[config.mk]
export PLATFORM = sky130hd
export DESIGN_NAME = core_sleep_unit
export DESIGN_NICKNAME = d
export VERILOG_FILES = /design/src/rtl/core_sleep_unit.sv
export SDC_FILE = /design/constraint.sdc
export NUM_CORES = 1
export LEC_CHECK = 0
export CORE_AREA = 2 2 39 41
export DETAILED_ROUTE_END_ITERATION = 7
export DIE_AREA = 0 0 41 43
export PLACE_DENSITY = 0.73
export SLEW_MARGIN = 15
export SYNTH_ARGS = -nofsm -noshare
export SYNTH_HDL_FRONTEND = slang
export SYNTH_SLANG_ARGS = --single-unit
export TNS_END_PERCENT = 5
[constraint.sdc]
create_clock -name clk_ungated_i -period 2.1 [get_ports clk_ungated_i]
set_input_delay 0.42 -clock clk_ungated_i [delete_from_list [all_inputs] [get_ports clk_ungated_i]]
set_output_delay 0.42 -clock clk_ungated_i [all_outputs]
set_load 0.02 [all_outputs]
[src/rtl/core_sleep_unit.sv]
// Sleep controller for a small core: gates the core clock after a run of idle cycles
// and restores it on a wake or fetch-enable request.
module core_sleep_unit #(
  parameter int unsigned IDLE_CYCLES = 4,
  parameter int unsigned CNT_W       = 8
) (
  input  logic clk_ungated_i,
  input  logic resetn,
  input  logic scan_cg_en_i,
  input  logic fetch_enable_i,
  input  logic wake_from_sleep_i,
  input  logic new_ascii_instr_i,
  input  logic core_busy_i,
  output logic clk_gated_o,
  output logic core_sleep_o,
  output logic fetch_enable_o
);

  typedef enum logic {AWAKE = 1'b0, SLEEP = 1'b1} state_e;

  localparam logic [CNT_W-1:0] CNT_LAST = CNT_W'(IDLE_CYCLES - 1);
  localparam logic [CNT_W-1:0] CNT_SAT  = CNT_W'(IDLE_CYCLES);

  state_e           state_q, state_d;
  logic [CNT_W-1:0] idle_cnt_q, idle_cnt_d;
  logic             fetch_en_q;
  logic             clk_en;
  logic             clk_en_q;
  logic             active;
  logic             wake_req;

  assign wake_req = wake_from_sleep_i | fetch_enable_i;
  assign active   = core_busy_i | new_ascii_instr_i | wake_req;

  always_ff @(posedge clk_ungated_i or posedge resetn) begin
    if (resetn) begin
      state_q    <= AWAKE;
      idle_cnt_q <= '0;
      fetch_en_q <= 1'b0;
    end else begin
      state_q    <= state_d;
      idle_cnt_q <= idle_cnt_d;
      fetch_en_q <= fetch_enable_i;
    end
  end

  // Wake requests are part of 'active', so they always win over the expiry decision.
  always_comb begin
    state_d    = state_q;
    idle_cnt_d = idle_cnt_q;
    case (state_q)
      AWAKE: begin
        if (active) begin
          idle_cnt_d = '0;
        end else if (idle_cnt_q == CNT_LAST) begin
          state_d    = SLEEP;
          idle_cnt_d = '0;
        end else if (idle_cnt_q != CNT_SAT) begin
          idle_cnt_d = idle_cnt_q + 1'b1;
        end
      end
      SLEEP: begin
        if (wake_req) begin
          state_d    = AWAKE;
          idle_cnt_d = '0;
        end
      end
      default: begin
        state_d    = AWAKE;
        idle_cnt_d = '0;
      end
    endcase
  end

  assign clk_en = (state_q == AWAKE);

  // Enable only moves while the clock is low, so a high phase is never cut short.
  always_latch begin
    if (resetn) begin
      clk_en_q <= 1'b1;
    end else if (!clk_ungated_i) begin
      clk_en_q <= clk_en;
    end
  end

  assign clk_gated_o    = clk_ungated_i & (clk_en_q | scan_cg_en_i);
  assign core_sleep_o   = (state_q == SLEEP);
  assign fetch_enable_o = fetch_en_q & ~core_sleep_o;

endmodule

==> metrics.yaml, run 1 <==
cells_and_area:
  synthToLayoutAreaGrowth_pct: 35.5
  final_util_pct: 63.2
  num-nets-final: 100
  layout-drive-gt1-share_pct: 27.5
  n_antenna_cell: 0
floorplan:
  die_y_um: 43
  io_pins: 10
  design.die.area_mm2: 0.00176
  die_w_um: 41
  fp-row-count: 14
  core-area_mm2: 0.00138
  initial_core_util_pct: 46.7
synth:
  synth_edf_count: 0
  synth_top_area_share_pct: 38.8
  synth.distinct_cells: 36
  synth_area_um2: 646
  postSynth.asyncResetShare_pct: 90.9
  yosysWarnings: 0
  syn_avg_cell_area_um2: 9.49
  syn_nets: 77
  synth_area_leader_cell: "dfrtp_1"
  ys_seq_elements: 11
  synth_area_leaders: "dfrtp_1, o311ai_4, ha_1"
  syn_inst: 68
  ys.flop_type: "dfrtp_1"
worst_setup_path:
  worst_ep_required_time_ps: 1680
  critical_path_class: "latch -> out"
  startpoint_type: "latch"
  end_kind: "primary output"
  critical_path_arrival_ps: 1910
  critPathMaxFanout: 1
timing:
  hold_slack_ps: 312
  rsz0062_at_grt: "true"
  tightest_slew_ps: 424
  layout_setup_ws_ps: -234
  setup_viol: 1
  fin_worst_skew_ps: 97.1
  hold_viol: 0
  slew_headroom_pct: 71.5
  slew_violations: 0
routing:
  firstDrtPassIters: 4
  antenna_left: 0
  drc: 0
  vias_per_cell: 5.61
  finalWirelength_mm: 1.48
  routedWlPerCell_um: 13.9
  first_iter_violations: 21
  route.vias.total: 600
placed_design:
  numPortBuffers: 9
  dp_hpwl_mm: 1.05
  place_ws_ps: -340
  gp_congestion: 0.752
clock_tree:
  cts_tree: "yes"
  clkSlewWorstSetupHoldPaths_ps: 40
  clk_latency_ps: 370
  post_cts_buffers: 0
power_and_ir_drop:
  p_leak_nw: 0.384
  power_switching_mw: 0.173
  power.density_mw_per_mm2: 734
  p_comb_share_pct: 5.5
  power.total_mw: 0.642
  clkPwrFrac_pct: 63.1
  peakVddDrop_v: 0.000315
  swShare_pct: 26.9
  p_int_mw: 0.469
  seq_power_share_pct: 31.4
outcome:
  violations: "setup timing"
  status: "complete, but fails checks"
grt:
  grtUsageTotal_pct: 23.8
  grt_pass1_vias: 624
  grt_pass1_wl_mm: 2.51
  gr-total-overflow: 0
  antenna_found_initial: 0
  grt_max_degree: 12
run:
  drv_cap: 0
worst_hold_path:
  hold_class: "in -> gate"
==> synth_stat cells, types with 2 or more instances <==
master / count
nand2_1: 6
nand3_1: 5
or3_2: 2
nor3_1: 3
clkbuf_1: 2
ha_1: 2
mux2i_1: 2
o21ai_0: 2
nor2_1: 3
dfrtp_1: 10
nand4_1: 2
inv_1: 5
==> flip-flops by register name (all words and copies together) (netlist names) <==
name	cells
core_sleep_o	1
fetch_en_q	1
clk_en_q	1
idle_cnt_q	8
==> power by group through the flow <==
stage	registers (mW)	clock network, mW	logic, mW
2_1_floorplan	0.205	0.0471	0.0124
3_3_place_gp	0.205	0.0827	0.0337
3_5_place_dp	0.205	0.0827	0.0341
4_1_cts	0.201	0.420	0.0358
5_1_grt	0.201	0.441	0.0392
6_report	0.201	0.405	0.0352
==> worst paths after layout <==
kind,slack (ps),cells past startpoint,to,startpoint
min,310,4,clock gate,resetn
min reg2reg,590,1,idle_cnt_q[1],idle_cnt_q[1]
min in group clk_ungated_i,590,1,idle_cnt_q[1],idle_cnt_q[1]
max reg2reg,160,5,idle_cnt_q[7],idle_cnt_q[5]
min in group asynchronous,880,4,idle_cnt_q[5],resetn
max in group gated,690,4,clock gate,resetn
max,-230,2,clk_gated_o,clk_en_q
max in group asynchronous,1070,4,idle_cnt_q[1],resetn
==> logic make-up (layout without fill, tap and decap cells) <==
kind of cell / Yosys count / after routing / synth area share (%)
buffers and inverters: 8 / 31 / 4.65
and+or+nand+nor: 30 / 30 / 25.8
AOI/OAI and AO/OA: 15 / 15 / 21.5
adders and majority gates: 2 / 2 / 3.88
muxes: 2 / 2 / 3.10
latches: 1 / 1 / 2.32
DFF: 10 / 10 / 38.8
==> through the flow <==
step | TNS [ps] | area [µm²] | instances
after CTS | -243 | 875 | 107
final | -234 | 875 | 107
after global placement | -334 | 793 | 97
after detailed placement | -423 | 793 | 97
after global routing | -273 | 875 | 107
after floorplan | 0 | 646 | 68
==> worst max-delay path, cell delays in order, from the launching register on <==
cell and delay [ps]:
dlxtp_1 260, o21a_1 170, buf_6 130
==> area by class of cell <==
type,count,area [µm²]
Timing Repair Buffer,15,135
Inverter,6,22.5
Fill cell,126,509
Tap cell,16,20.0
Clock buffer,10,81.3
Sequential cell,11,265
Multi-Input combinational cell,49,350
==> metal layers <==
metal	GRT usage, %	routed length [µm]
met1	25.1	628
met3	13.6	113
met4	27.3	40
met5	0	0
met2	28.7	700
==> what timing repair did <==
item | 4_1_cts | 5_1_grt
gates resized for setup | 6 | 0
hold buffers | 1 | 0
hold endpoints to repair | 1 | 0
endpoints found under the setup margin | 1 | 1
cloned | 0 | 0
==> layout by cell type (no fill, tap or decap), types with 2 or more instances in the layout <==
master           count
buf_4                6
clkbuf_4             7
clkdlybuf4s50_1      8
dfrtp_1             10
ha_1                 2
inv_1                5
mux2i_1              2
nand2_1              6
nand3_1              5
nand4_1              2
nor2_1               3
nor3_1               3
o21ai_0              2
or3_2                2
(Power assumes the default switching activity.)
==> run 2, diff against run 1 <==
Settings changed: ABC_AREA from default to 1, CORE_AREA 2 2 39 41 to default, CORE_UTILIZATION from default to 51, DIE_AREA 0 0 41 43 to default, GPL_TIMING_DRIVEN from default to 0, PLACE_DENSITY 0.73 to 0.75.
==> run 2 against run 1 <==
Against the previous run: synthesized cell count grew 38%; die area is 11% lower; worst setup slack worse by 15 ps; final area up 2.3%; the flow still finishes with violations (setup timing); core utilization is 5.5 points higher; largest power group unchanged; count of clock-buffer cells in the layout down 1; highest routed layer unchanged; critical path type unchanged; clock power is 13% lower; sequential share of layout area shrank 0.68 points; combinational power shrank 16%; largest cell class unchanged; sequential power barely moved.
==> metrics.yaml, run 2 <==
outcome:
  status: "complete, but fails checks"
  violations: "setup timing"
cells_and_area:
  postLayoutCellArea_um2: 895
  n_antenna_cell: 0
  synthToLayoutAreaGrowth_pct: 24.6
  layout-drive-gt1-share_pct: 22.3
  layout_commonest_cell: "nand2_1"
  mostFrequentLayoutCells: "nand2_1, inv_1, dfrtp_1"
  fill_cells: 111
  largest_register: "idle_cnt_q"
  final_util_pct: 68.8
  largest_reg_flops: 8
  num-nets-final: 122
worst_setup_path:
  startpoint_type: "latch"
  end_kind: "primary output"
  timing.rr.end: "clk_en_q"
  worst_ep_required_time_ps: 1680
  path_cells: "o21a_1 > buf_6"
  crit_cells: 2
  crit_start: "clk_en_q"
  r2r_start: "core_sleep_o"
  worst-r2r-setup-slack_ps: 460
  ff2ff_path_depth: 1
  crit_path_max_incr_delay_ps: 280
  critical_path_class: "latch -> out"
  critPathTopFamily: "latches"
  critPathBufInv: 1
  critPathSlowestCell: "dlxtp_1"
  critical_path_arrival_ps: 1930
  critPathMaxFanout: 1
timing:
  layout_setup_ws_ps: -248
  hold_viol: 0
  slew_violations: 0
  hold_slack_ps: 349
  rsz0062_at_grt: "true"
  setup_viol: 1
  tightest_slew_ps: 433
  fin_worst_skew_ps: 109
  slew_headroom_pct: 71.1
routing:
  dr_wl_met2_um: 782
  drc: 0
  first_iter_violations: 38
  wl_met3_um: 92
  wl_met1_um: 649
  antenna_left: 0
  routedWlPerCell_um: 12.5
  finalWirelength_mm: 1.58
  vias_per_cell: 5.49
  firstDrtPassIters: 4
  route.vias.total: 697
  highest_layer: "met4"
synth:
  synth_top_area_share_pct: 34.8
  synth_commonest_cells: "nand2_1, inv_1, dfrtp_1, nor2_1, nand4_1"
  syn_avg_cell_area_um2: 7.64
  yosysWarnings: 0
  synth_area_leaders: "dfrtp_1, nand2_1, inv_1"
  synth_most_common_cell: "nand2_1"
  ys_seq_elements: 11
  syn_inst: 94
  synth_area_um2: 718
  synth_area_leader_cell: "dfrtp_1"
  postSynth.asyncResetShare_pct: 90.9
  ys.flop_type: "dfrtp_1"
  synth_edf_count: 0
  synth.distinct_cells: 23
  syn_nets: 103
floorplan:
  design.die.area_mm2: 0.00156
  core-area_mm2: 0.00130
  die_y_um: 39.5
  fp-row-count: 13
  io_pins: 10
  die_w_um: 39.5
  initial_core_util_pct: 55.2
grt:
  gr-total-overflow: 0
  grt_max_degree: 13
  grt_pass1_wl_mm: 2.64
  antenna_found_initial: 0
  grtUsageTotal_pct: 27.2
  grt_pass1_vias: 665
clock_tree:
  clk_latency_ps: 390
  post_cts_buffers: 0
  cts_tree: "yes"
  clkSlewWorstSetupHoldPaths_ps: 70
power_and_ir_drop:
  clkPwrFrac_pct: 60.5
  peakVddDrop_v: 0.000487
  seq_power_share_pct: 34.5
  swShare_pct: 27.2
  p_comb_share_pct: 5.1
  p_leak_nw: 0.435
  power.total_mw: 0.585
  power.density_mw_per_mm2: 654
  p_int_mw: 0.426
  power_switching_mw: 0.159
placed_design:
  place_ws_ps: -558
  gp_congestion: 0.879
  dp_hpwl_mm: 1.10
  numPortBuffers: 9
  placed_cell_area_um2: 827
run:
  drv_cap: 0
worst_hold_path:
  hold_class: "in -> async"
==> run 2: changes by cell type after synthesis, moves of 4 or more <==
cell     before  now
nand2_1       6   27
o21ai_2       0    4
inv_1         5   13
nor2_1        3    8
==> run 2: power by group through the flow <==
stage	Combinational (mW)	Sequential, mW	Clock (mW)
global route	0.0323	0.202	0.387
global placement	0.0279	0.205	0.0832
finish	0.0296	0.202	0.354
detailed placement	0.0286	0.206	0.0832
floorplan	0.0125	0.205	0.0474
CTS	0.0301	0.202	0.361
==> run 2: per-stage QoR <==
stage / setup TNS, ps / std cells
floorplan: 0 / 94
global placement: -528 / 118
detailed placement: -558 / 118
CTS: -251 / 127
global route: -292 / 127
finish: -248 / 127
==> run 2: cells by family after synthesis <==
family	after synthesis	share of synthesized area (%)
latches	1	2.09
DFF	10	34.8
AOI/OAI and AO/OA	10	10.8
adders and majority gates	2	3.48
and+or+nand+nor	54	36.9
buffers and inverters	15	9.41
xor gates and xnor gates	2	2.44
==> run 2: worst max-delay path by stage <==
stage / to
after floorplan: clk_gated_o
after global placement: clk_gated_o
after detailed placement: clk_gated_o
after CTS: clk_gated_o
after global routing: clk_gated_o
final: clk_gated_o
==> run 2: metal layers <==
metal	global-route usage [%]	up-vias
met2	39.8	33
li1	-	336
met4	19.0	0
met1	29.6	320
met5	0	-
met3	14.2	8
==> run 2: final cells by class <==
type                       instances  area, µm²  area share [%]
clock buffer                       9       67.6            7.55
inverter                          13       48.8            5.45
timing repair buffer               9       90.1            10.1
sequential                        11        265            29.7
tap                               15       18.8            2.10
multi-input combinational         68        385            43.1
buffer                             2       18.8            2.10
==> run 2: repair_timing <==
item                                    4_1_cts  5_1_grt
resized for setup                             6        0
hold endpoints to repair                      1        0
hold buffers                                  1        0
endpoints found under the setup margin        1        1
